[src/rtl/lif_neuron_array.sv]
// lif_neuron_array: array of N_CH independent leaky integrate-and-fire neurons
// that all advance on a shared prescaled update tick.
// Optional feature macro: LIF_SPIKE_COUNT_EN adds a saturating 8-bit spike
// counter per channel, read back through cnt_out and cleared by cnt_clr.
// Timing: there is no valid/ready handshake. tick is a one-clk pulse, and
// spike_out is a one-clk pulse in the cycle after the update edge.
// vmem_out and cnt_out are plain combinational reads of the state registers,
// selected by sel.
module lif_neuron_array #(
  parameter int          N_CH      = 4,
  parameter int          V_W       = 8,
  parameter int          REF_TICKS = 2,
  parameter int unsigned MAX_COUNT = 24'd10_000_000,
  localparam int         SEL_W     = (N_CH > 1) ? $clog2(N_CH) : 1
) (
  input  logic                  clk,
  input  logic                  rst,
  input  logic [N_CH*V_W-1:0]   stim,
  input  logic [V_W-1:0]        threshold,
  input  logic [2:0]            leak_shift,
  input  logic [SEL_W-1:0]      sel,
  output logic                  tick,
  output logic [N_CH-1:0]       spike_out,
  output logic [V_W-1:0]        vmem_out,
  input  logic                  cnt_clr,
  output logic [7:0]            cnt_out
);

  localparam int CNT_W = (MAX_COUNT > 1) ? $clog2(MAX_COUNT) : 1;

  logic [CNT_W-1:0] r_pre;
  logic             r_tick;
  logic             w_wrap;

  logic [V_W-1:0]   r_v     [N_CH];
  logic [3:0]       r_ref   [N_CH];
  logic [N_CH-1:0]  r_spike;

  logic [V_W-1:0]   w_vleak [N_CH];
  logic [V_W:0]     w_sum   [N_CH];
  logic [V_W-1:0]   w_vn    [N_CH];
  logic [N_CH-1:0]  w_fire;
  logic [N_CH-1:0]  w_fire_now;

  assign w_wrap = (r_pre == CNT_W'(MAX_COUNT - 1));

  // Prescaler: count 0..MAX_COUNT-1 and register a pulse when the count wraps.
  always_ff @(posedge clk) begin
    if (rst) begin
      r_pre  <= '0;
      r_tick <= 1'b0;
    end else begin
      r_pre  <= w_wrap ? '0 : r_pre + 1'b1;
      r_tick <= w_wrap;
    end
  end

  // Candidate next potential per channel: leak, add stimulus, saturate, compare.
  always_comb begin
    for (int k = 0; k < N_CH; k++) begin
      w_vleak[k]    = (leak_shift != 3'd0) ? (r_v[k] - (r_v[k] >> leak_shift)) : r_v[k];
      w_sum[k]      = {1'b0, w_vleak[k]} + {1'b0, stim[k*V_W +: V_W]};
      w_vn[k]       = w_sum[k][V_W] ? {V_W{1'b1}} : w_sum[k][V_W-1:0];
      w_fire[k]     = (w_vn[k] >= threshold);
      w_fire_now[k] = r_tick && (r_ref[k] == 4'd0) && w_fire[k];
    end
  end

  // Neuron state: update on tick edges only; spike pulses clear on every other edge.
  always_ff @(posedge clk) begin
    if (rst) begin
      for (int k = 0; k < N_CH; k++) begin
        r_v[k]   <= '0;
        r_ref[k] <= '0;
      end
      r_spike <= '0;
    end else begin
      r_spike <= '0;
      if (r_tick) begin
        for (int k = 0; k < N_CH; k++) begin
          if (r_ref[k] != 4'd0) begin
            // Refractory: the stimulus is ignored and the potential is pinned at 0.
            r_ref[k] <= r_ref[k] - 4'd1;
            r_v[k]   <= '0;
          end else if (w_fire[k]) begin
            r_spike[k] <= 1'b1;
            r_v[k]     <= '0;
            r_ref[k]   <= 4'(REF_TICKS);
          end else begin
            r_v[k] <= w_vn[k];
          end
        end
      end
    end
  end

  assign tick      = r_tick;
  assign spike_out = r_spike;

  // Readback mux for the membrane potential; an out-of-range select reads 0.
  always_comb begin
    vmem_out = '0;
    if (int'(sel) < N_CH) vmem_out = r_v[sel];
  end

`ifdef LIF_SPIKE_COUNT_EN
  logic [7:0] r_cnt [N_CH];

  // Spike counters: saturate at 255; a clear wins over a coincident spike.
  always_ff @(posedge clk) begin
    if (rst || cnt_clr) begin
      for (int k = 0; k < N_CH; k++) r_cnt[k] <= '0;
    end else begin
      for (int k = 0; k < N_CH; k++) begin
        if (w_fire_now[k] && (r_cnt[k] != 8'hFF)) r_cnt[k] <= r_cnt[k] + 8'd1;
      end
    end
  end

  // Readback mux for the spike count; an out-of-range select reads 0.
  always_comb begin
    cnt_out = '0;
    if (int'(sel) < N_CH) cnt_out = r_cnt[sel];
  end
`else
  logic w_unused_cnt;

  assign cnt_out      = '0;
  assign w_unused_cnt = cnt_clr ^ (|w_fire_now);
`endif

endmodule

[config.mk]
export PLATFORM = sky130hd
export DESIGN_NAME = lif_neuron_array
export DESIGN_NICKNAME = d
export VERILOG_FILES = /design/src/rtl/lif_neuron_array.sv
export SDC_FILE = /design/constraint.sdc
export NUM_CORES = 1
export LEC_CHECK = 0
export CAP_MARGIN = 20
export CELL_PAD_IN_SITES_DETAIL_PLACEMENT = 1
export CELL_PAD_IN_SITES_GLOBAL_PLACEMENT = 1
export CORE_MARGIN = 2
export CORE_UTILIZATION = 49
export DETAILED_ROUTE_END_ITERATION = 7
export PLACE_DENSITY = 0.87
export SLEW_MARGIN = 25
export SYNTH_ARGS = -nofsm -noshare
export SYNTH_HDL_FRONTEND = slang
export SYNTH_SLANG_ARGS = --single-unit
export TNS_END_PERCENT = 50
[constraint.sdc]
create_clock -name clk -period 14.9 [get_ports clk]
set_clock_uncertainty 0.05 [all_clocks]
set_input_delay 2.235 -clock clk [delete_from_list [all_inputs] [get_ports clk]]
set_output_delay 2.235 -clock clk [all_outputs]
set_load 0.02 [all_outputs]
==> impl_metrics.prom, run 1 <==
# TYPE chip_impl_metric gauge
chip_impl_metric{name="post_cts_hold_buffer_count",unit=""} 0
chip_impl_metric{name="critPathMaxFanout",unit=""} 38
chip_impl_metric{name="htree_levels",unit=""} 3
chip_impl_info{name="critical_path_class",value="in2reg"} 1
chip_impl_metric{name="start_util",unit=""} 0.5049
chip_impl_metric{name="vias",unit=""} 7216
chip_impl_metric{name="grt_pass1_wl",unit="mm"} 38.01
chip_impl_metric{name="flow.area_growth_from_synthesis",unit="%"} 12.68
chip_impl_metric{name="clock_latency_of_the_later_clocked_register_in_the_worst_skew_pair",unit="ns"} 0.35
chip_impl_metric{name="max_freq",unit="MHz"} 118.9
chip_impl_metric{name="drt_pass1_iterations",unit=""} 4
chip_impl_metric{name="ant_nets",unit=""} 0
chip_impl_metric{name="gpl.final_weighted_congestion",unit=""} 0.8535
chip_impl_metric{name="total_clock_buffers_created_by_cts",unit=""} 9
chip_impl_metric{name="routed_wirelength",unit="mm"} 22.89
chip_impl_metric{name="synth_enable_flop_cells",unit=""} 48
chip_impl_info{name="path_cells",value="clkdlybuf4s50_1 -> buf_4 -> mux2_2 -> a21oi_1 -> nor2_1 -> a221oi_1 -> ha_1 -> nor2b_1 -> o2111ai_1 -> nand3_1 -> xnor2_1 -> a21oi_1 -> ha_1 -> a211o_1 -> a21oi_1 -> a21boi_2 -> o21ai_1 -> ha_1 -> o21a_1 -> o21ai_0 -> o21bai_1 -> a21oi_1 -> o21ai_0"} 1
chip_impl_metric{name="hpwl",unit="mm"} 17.42
chip_impl_metric{name="setup-tns-final",unit="ns"} 0
chip_impl_metric{name="power_per_cell_area",unit="nW/um2"} 101.2
chip_impl_metric{name="internal_power_summed_over_all_cells",unit="mW"} 0.5529
chip_impl_metric{name="drv_cap",unit=""} 0
chip_impl_metric{name="synthesis.area_per_instance",unit="um2"} 8.730
chip_impl_metric{name="critical_path_arrival",unit="ns"} 8.35
chip_impl_metric{name="post_layout_nonfiller_instances",unit=""} 1184
chip_impl_metric{name="fillers",unit=""} 1897
chip_impl_info{name="cp_top_family",value="compound AO/OA/AOI/OAI gates"} 1
chip_impl_metric{name="post_synth_inst_count",unit=""} 922
chip_impl_metric{name="final_min_period_over_clock_period",unit=""} 0.5646
chip_impl_metric{name="vias_in_the_first_global_route",unit=""} 7471
chip_impl_metric{name="remaining_drc_errors",unit=""} 0
chip_impl_metric{name="dr.first_iter.drc_count",unit=""} 468
chip_impl_metric{name="synth_async_sr_flop_share",unit=""} 0
chip_impl_metric{name="ys_types",unit=""} 71
chip_impl_metric{name="clock_power_share",unit=""} 0.245
chip_impl_metric{name="synth_sequential_area_ratio",unit=""} 0.2512
chip_impl_metric{name="regToRegSetupSlack",unit="ns"} 8.78
chip_impl_metric{name="clkSlewWorstSetupHoldPaths",unit="ns"} 0.06
chip_impl_metric{name="period_needed",unit="ns"} 8.413
chip_impl_info{name="worstSetupStartpointType",value="input port"} 1
chip_impl_metric{name="fp.dieW",unit="um"} 132.2
chip_impl_metric{name="grt_start_max_net_pins",unit=""} 50
chip_impl_metric{name="ys_ff_latch",unit=""} 77
chip_impl_metric{name="switching_share",unit=""} 0.3979
chip_impl_metric{name="mappedNetlistArea",unit="um2"} 8049
chip_impl_info{name="postSynth.topFlopCell",value="sky130_fd_sc_hd__edfxtp_1"} 1
chip_impl_metric{name="clkSinkCount",unit=""} 77
chip_impl_info{name="critical_path_source",value="leak_shift[1]"} 1
chip_impl_metric{name="power_leakage",unit="nW"} 3.645
chip_impl_info{name="worstReg2RegEnd",value="r_ref[2][0]"} 1
chip_impl_metric{name="pwr-share-comb",unit=""} 0.490
chip_impl_info{name="critPathCapture",value="r_ref[2][0]"} 1
chip_impl_metric{name="core_footprint",unit="um2"} 15940
chip_impl_metric{name="critical_path_cell_count",unit=""} 23
chip_impl_metric{name="total_power",unit="mW"} 0.9182
chip_impl_metric{name="timing.final.max_slew_violations",unit=""} 0
chip_impl_metric{name="antenna_found_initial",unit=""} 0
chip_impl_metric{name="timing.critical_path.slowest_cell_delay",unit="ns"} 0.51
chip_impl_metric{name="chipHeight",unit="um"} 132.2
chip_impl_metric{name="seq_power_share",unit=""} 0.265
chip_impl_metric{name="final_layout_size_suffix_gt1_frac",unit=""} 0.06715
chip_impl_metric{name="reg2reg_depth",unit=""} 21
chip_impl_metric{name="fp.dieArea",unit="um2"} 17470
chip_impl_metric{name="peakVddDrop",unit="V"} 0.00005107
chip_impl_metric{name="cts-resized-gates",unit=""} 0
chip_impl_metric{name="grt_usage",unit=""} 0.2677
chip_impl_info{name="critical-path-top-cell-by-count",value="sky130_fd_sc_hd__a21oi_1"} 1
chip_impl_metric{name="layout.nets",unit=""} 1117
chip_impl_info{name="critPathCaptureType",value="flip-flop"} 1
chip_impl_metric{name="multiInputGateArea",unit="um2"} 5709
chip_impl_metric{name="placementRows",unit=""} 46
chip_impl_info{name="clock-root-buffer",value="sky130_fd_sc_hd__clkbuf_16"} 1
chip_impl_metric{name="ys.warnings.count",unit=""} 0
chip_impl_metric{name="numPortBuffers",unit=""} 59
chip_impl_info{name="result_of_the_run",value="finished, final reports clean"} 1
chip_impl_metric{name="placed_cells",unit=""} 1168
chip_impl_metric{name="final-hold-violation-count",unit=""} 0
chip_impl_metric{name="worst_slew_margin_rel",unit=""} 0.3553
chip_impl_info{name="cts_tree",value="yes"} 1
chip_impl_info{name="unrepaired_setup_endpoints_after_global_routing",value="false"} 1
chip_impl_info{name="cpMaxStageDelayCell",value="sky130_fd_sc_hd__o21ai_0"} 1
chip_impl_metric{name="seqCellArea",unit="um2"} 2022
chip_impl_metric{name="p_sw",unit="mW"} 0.3653
chip_impl_metric{name="ctsLongestPathBuffers",unit=""} 2
chip_impl_metric{name="pin_count",unit=""} 69
chip_impl_metric{name="cts_post_setup_buffers_inserted",unit=""} 0
chip_impl_metric{name="overflow",unit=""} 0
chip_impl_info{name="regToRegStartpoint",value="r_v[2][4]"} 1
chip_impl_metric{name="timing_worst_slew_pin_value",unit="ns"} 0.9670
chip_impl_metric{name="final-setup-viol-count",unit=""} 0
chip_impl_metric{name="critPathBufInv",unit=""} 2
chip_impl_metric{name="wl_per_cell",unit="um"} 19.33
chip_impl_info{name="min-delay-path-class",value="reg2reg"} 1
chip_impl_metric{name="critPathRequiredTime",unit="ns"} 14.83
chip_impl_metric{name="vias_per_cell",unit=""} 6.095
chip_impl_metric{name="total_inserted_antenna_cells",unit=""} 0
per-layer routing:
layer,GRT usage,up-vias,routed length (um)
met4,0.1027,0,729
met2,0.4578,182,11110
met3,0.03345,43,1022
met1,0.3451,3528,10030
met5,0,-,0
li1,-,3463,-
Yosys cell counts (all sizes together), types with 3 or more instances:
master	n	share of area
nor3	19	0.014
o21bai	9	0.0084
clkbuf	17	0.0079
or3	5	0.0039
edfxtp	48	0.18
o22ai	5	0.0039
mux4	10	0.028
nand3	21	0.013
nand4	16	0.013
mux2i	19	0.024
or4	7	0.0065
nor2	96	0.045
mux2	9	0.013
fa	8	0.020
inv	40	0.019
a221oi	6	0.0073
ha	98	0.15
nor4	10	0.0093
and3	12	0.0093
nand2	74	0.035
nand2b	14	0.011
a2111oi	6	0.0089
and2	4	0.0031
a211o	5	0.0054
o21a	14	0.013
a211oi	27	0.026
a21oi	65	0.040
xnor2	32	0.035
xor2	32	0.035
a31oi	5	0.0039
a21o	24	0.022
or2	9	0.0070
dfxtp	29	0.072
buf	23	0.017
a21boi	3	0.0033
o21ai	52	0.032
nor2b	20	0.016
nor4b	4	0.012
worst min path at each step:
stage             start        to  slack (ns)  cells past startpoint
6_report       r_pre[0]  r_pre[0]        0.43                      1
5_1_grt        r_pre[0]  r_pre[0]        0.47                      1
4_1_cts        r_pre[0]  r_pre[0]        0.42                      1
3_5_place_dp   r_pre[0]  r_pre[0]        0.41                      1
3_3_place_gp   r_pre[0]  r_pre[0]        0.39                      1
2_1_floorplan  r_pre[0]  r_pre[0]        0.38                      1
final cells by class:
type / instances / area share
Multi-Input combinational cell: 772 / 0.6295
Clock buffer: 11 / 0.02911
Inverter: 40 / 0.01655
Timing Repair Buffer: 63 / 0.06787
Clock inverter: 5 / 0.004276
Tap cell: 216 / 0.02980
Sequential cell: 77 / 0.2229
through the flow:
step | setup WS (ns) | util | cell area (um2) | hold slack, ns
final | 6.487 | 0.5689 | 9070 | 0.4258
after global placement | 6.379 | 0.5499 | 8767 | 0.3924
after detailed placement | 6.297 | 0.5499 | 8767 | 0.4072
after global routing | 6.082 | 0.5689 | 9070 | 0.4729
after floorplan | 7.586 | - | 8075 | 0.3795
after CTS | 6.469 | 0.5689 | 9070 | 0.4218
worst reg2reg max path: cells and delay by family (launching register included):
family                     cells  cell delay (ns)
adders and majority gates      3             1.02
muxes                          1             0.34
AOI/OAI and AO/OA             13             3.19
and+or+nand+nor                3             0.40
DFF                            1             0.53
xor gates and xnor gates       1             0.23
flip-flops by register name, indices dropped and copies added (netlist names):
register and cells:
r_v 32, spike_out 4, r_ref 16, r_pre 24, tick 1
logic make-up after synthesis:
group                      Yosys count  synth area share
and+or+nand+nor                    316            0.2024
AOI/OAI and AO/OA                  240            0.1963
DFF                                 77            0.2512
other                                1         0.0004659
muxes                               38           0.06420
adders and majority gates          106            0.1722
buffers and inverters               80           0.04352
xor gates and xnor gates            64           0.06964
power by group through the flow:
stage          sequential, mW  combinational, mW  clock [mW]
3_5_place_dp            0.248              0.441           0
5_1_grt                 0.244              0.505       0.233
3_3_place_gp            0.247              0.421           0
6_report                0.243              0.450       0.225
4_1_cts                 0.243              0.448       0.228
2_1_floorplan           0.243              0.340           0
placed cells by master (no fill, tap or decap), drive strengths merged, types with 9 or more instances in the layout:
cell / synthesis / layout
a21o: 24 / 24
o21ai: 52 / 52
nand3: 21 / 21
clkdlybuf4s50: 0 / 58
a211oi: 27 / 27
nor3: 19 / 19
mux2: 9 / 9
nand2b: 14 / 14
nand2: 74 / 74
clkbuf: 17 / 11
nand4: 16 / 16
and3: 12 / 12
xnor2: 32 / 32
edfxtp: 48 / 48
nor4: 10 / 10
ha: 98 / 98
nor2: 96 / 96
o21a: 14 / 14
or2: 9 / 9
inv: 40 / 42
mux2i: 19 / 19
a21oi: 65 / 65
nor2b: 20 / 20
xor2: 32 / 32
mux4: 10 / 10
o21bai: 9 / 9
dfxtp: 29 / 29
(Power assumes the default switching activity.)
==> inputs of run 2 (changes only) <==
--- a/config.mk
+++ b/config.mk
@@ -9,9 +9,9 @@
 export CELL_PAD_IN_SITES_DETAIL_PLACEMENT = 1
 export CELL_PAD_IN_SITES_GLOBAL_PLACEMENT = 1
 export CORE_MARGIN = 2
-export CORE_UTILIZATION = 49
+export CORE_UTILIZATION = 41
 export DETAILED_ROUTE_END_ITERATION = 7
-export PLACE_DENSITY = 0.87
+export PLACE_DENSITY = 0.78
 export SLEW_MARGIN = 25
 export SYNTH_ARGS = -nofsm -noshare
 export SYNTH_HDL_FRONTEND = slang
==> constraint.sdc (replaced) <==
create_clock -name clk -period 7.4 [get_ports clk]
set_clock_uncertainty 0.05 [all_clocks]
set_input_delay 1.11 -clock clk [delete_from_list [all_inputs] [get_ports clk]]
set_output_delay 1.11 -clock clk [all_outputs]
set_load 0.02 [all_outputs]
==> run 2 against run 1 <==
- combinational power grew 100%
- sequential share of layout area shrank 0.53 points
- register-to-register slack lost 7.2 ns
- worst setup slack lost 6.0 ns
- die area grew 19%
- sequential power grew 100%
- clock power grew 120%
- global-route usage shrank 3.5 points
- routed wire length grew 1.3%
- largest cell class unchanged
==> impl_metrics.prom, run 2 (synthesis results as in run 1) <==
# TYPE chip_impl_metric gauge
chip_impl_info{name="clock-root-buffer",value="sky130_fd_sc_hd__clkbuf_16"} 1
chip_impl_metric{name="dpl-instance-area",unit="um2"} 8954
chip_impl_metric{name="number_of_flip_flops_under_the_largest_register_name",unit=""} 32
chip_impl_metric{name="clock_latency_of_the_later_clocked_register_in_the_worst_skew_pair",unit="ns"} 0.35
chip_impl_metric{name="pin_count",unit=""} 69
chip_impl_info{name="min-delay-path-class",value="reg2reg"} 1
chip_impl_info{name="cts_tree",value="yes"} 1
chip_impl_metric{name="fp.dieArea",unit="um2"} 20770
chip_impl_info{name="path_cells",value="clkdlybuf4s50_1 -> buf_12 -> buf_4 -> mux2_2 -> a21oi_1 -> nor2_1 -> a221o_1 -> fa_1 -> nor2b_1 -> o31a_1 -> o21a_1 -> o21a_1 -> o31ai_1 -> ha_1 -> or2_1 -> or4_1 -> a2111o_1 -> and2_1 -> ha_1 -> and3_1 -> nand4_1 -> a31oi_1 -> or3b_2"} 1
chip_impl_metric{name="final-setup-viol-count",unit=""} 0
chip_impl_metric{name="worst_slew_margin_rel",unit=""} 0.3811
chip_impl_metric{name="critPathRequiredTime",unit="ns"} 7.44
chip_impl_metric{name="grt_usage",unit=""} 0.2323
chip_impl_info{name="unrepaired_setup_endpoints_after_global_routing",value="false"} 1
chip_impl_metric{name="ctsLongestPathBuffers",unit=""} 2
chip_impl_info{name="cpMaxStageDelayCell",value="sky130_fd_sc_hd__clkdlybuf4s50_1"} 1
chip_impl_metric{name="grt_pass1_wl",unit="mm"} 37.65
chip_impl_metric{name="timing.critical_path.slowest_cell_delay",unit="ns"} 0.64
chip_impl_info{name="commonest_non_fill_non_tap_cells_in_the_layout",value="98 x sky130_fd_sc_hd__ha_1, 96 x sky130_fd_sc_hd__nor2_1, 74 x sky130_fd_sc_hd__nand2_1"} 1
chip_impl_metric{name="wl_per_cell",unit="um"} 18.58
chip_impl_metric{name="timing.final.max_slew_violations",unit=""} 0
chip_impl_metric{name="start_util",unit=""} 0.4163
chip_impl_metric{name="max_freq",unit="MHz"} 144.3
chip_impl_metric{name="final_layout_worst_hold_slack",unit="ns"} 0.4132
chip_impl_metric{name="power_per_cell_area",unit="nW/um2"} 204.3
chip_impl_metric{name="period_needed",unit="ns"} 6.932
chip_impl_metric{name="layout.nets",unit=""} 1132
chip_impl_metric{name="htree_levels",unit=""} 3
chip_impl_metric{name="ant_nets",unit=""} 0
chip_impl_metric{name="drv_cap",unit=""} 0
chip_impl_metric{name="numPortBuffers",unit=""} 59
chip_impl_metric{name="clkSinkCount",unit=""} 77
chip_impl_info{name="mostFrequentLayoutCell",value="sky130_fd_sc_hd__ha_1"} 1
chip_impl_metric{name="antenna_found_initial",unit=""} 0
chip_impl_metric{name="fp.dieW",unit="um"} 144.1
chip_impl_metric{name="final_min_period_over_clock_period",unit=""} 0.9367
chip_impl_metric{name="vias",unit=""} 7134
chip_impl_metric{name="clkSlewWorstSetupHoldPaths",unit="ns"} 0.06
chip_impl_metric{name="chipHeight",unit="um"} 144.1
chip_impl_metric{name="peakVddDrop",unit="V"} 0.00009580
chip_impl_info{name="critPathCaptureType",value="flip-flop"} 1
chip_impl_info{name="top_register",value="r_v"} 1
chip_impl_metric{name="dr.first_iter.drc_count",unit=""} 320
chip_impl_metric{name="vias_in_the_first_global_route",unit=""} 7132
chip_impl_metric{name="grt_start_max_net_pins",unit=""} 38
chip_impl_metric{name="timing_worst_slew_pin_value",unit="ns"} 0.9284
chip_impl_metric{name="total_inserted_antenna_cells",unit=""} 0
chip_impl_metric{name="routed_wirelength",unit="mm"} 23.19
chip_impl_metric{name="gpl.final_weighted_congestion",unit=""} 0.8659
chip_impl_metric{name="critical_path_arrival",unit="ns"} 6.97
chip_impl_metric{name="power_leakage",unit="nW"} 3.737
chip_impl_metric{name="overflow",unit=""} 0
chip_impl_metric{name="post_cts_hold_buffer_count",unit=""} 0
chip_impl_metric{name="remaining_drc_errors",unit=""} 0
chip_impl_metric{name="core_footprint",unit="um2"} 19330
chip_impl_metric{name="critPathMaxFanout",unit=""} 14
chip_impl_metric{name="flow.area_growth_from_synthesis",unit="%"} 15.40
chip_impl_metric{name="finish.utilization",unit=""} 0.4804
chip_impl_info{name="largestRegisters",value="r_v (32), r_pre (24), r_ref (16)"} 1
chip_impl_info{name="result_of_the_run",value="finished, final reports clean"} 1
chip_impl_info{name="worstSetupStartpointType",value="input port"} 1
chip_impl_metric{name="final-hold-violation-count",unit=""} 0
chip_impl_metric{name="total_clock_buffers_created_by_cts",unit=""} 9
chip_impl_metric{name="hpwl",unit="mm"} 17.70
chip_impl_metric{name="critPathBufInv",unit=""} 3
chip_impl_metric{name="drt_pass1_iterations",unit=""} 4
chip_impl_metric{name="setup-tns-final",unit="ns"} 0
chip_impl_metric{name="placementRows",unit=""} 51
chip_impl_metric{name="postLayoutCellArea",unit="um2"} 9289
chip_impl_info{name="critical_path_class",value="in2reg"} 1
chip_impl_info{name="cp_top_family",value="simple AND/OR/NAND/NOR gates"} 1
chip_impl_metric{name="final_layout_size_suffix_gt1_frac",unit=""} 0.08240
chip_impl_metric{name="vias_per_cell",unit=""} 5.716
## run 2: final cells by class
type	instances	area, um2
fill	2290	10050
timing repair buffer	78	744.5
tap	265	331.6
inverter	40	150.1
clock inverter	4	31.28
sequential	77	2022
multi-input combinational	772	5709
clock buffer	12	300.3
## run 2: metal layers
metal | vias up | GRT usage | routed length [um]
li1 | 3504 | - | -
met3 | 26 | 0.03212 | 957
met2 | 158 | 0.3662 | 10370
met4 | 0 | 0.06708 | 448
met1 | 3446 | 0.3320 | 11410
met5 | - | 0 | 0
## run 2: path summary, 6_finish.rpt
kind	cells past startpoint	slack, ns	startpoint	endpoint
worst max-delay path	23	0.47	leak_shift[1]	r_ref[1][1]
worst min-delay path	1	0.41	r_pre[0]	r_pre[0]
worst max register to register	23	1.54	r_v[0][4]	r_ref[0][3]
worst min register to register	1	0.41	r_pre[0]	r_pre[0]
## run 2: report_power, final
part / internal [mW] / switching [mW]
combinational: 0.395 / 0.523
clock: 0.291 / 0.199
sequential: 0.469 / 0.0213
total: 1.15 / 0.743
## run 2: metrics by stage
stage	power (mW)	instances	worst slack (ns)
floorplan	1.173	929	1.211
global placement	1.372	1232	0.2555
detailed placement	1.401	1232	0.1723
CTS	1.904	1248	0.4667
global route	2.041	1248	0.05329
finish	1.898	1248	0.4685
## run 2: worst register-to-register path, delay by kind of cell (launching register included)
| kind | cells | cell delay [ns] |
|---|---|---|
| AND/OR/NAND/NOR | 5 | 1.11 |
| AO/OA/AOI/OAI | 11 | 2.45 |
| XOR/XNOR | 1 | 0.15 |
| adder cells (fa/ha/maj) | 4 | 1.03 |
| flip-flops | 1 | 0.52 |
| buffers and inverters | 1 | 0.05 |
| multiplexers | 1 | 0.18 |
## run 2: timing repair
item	CTS	global route
resized for setup	0	1
setup buffers	0	0
endpoints found under the setup margin	0	4
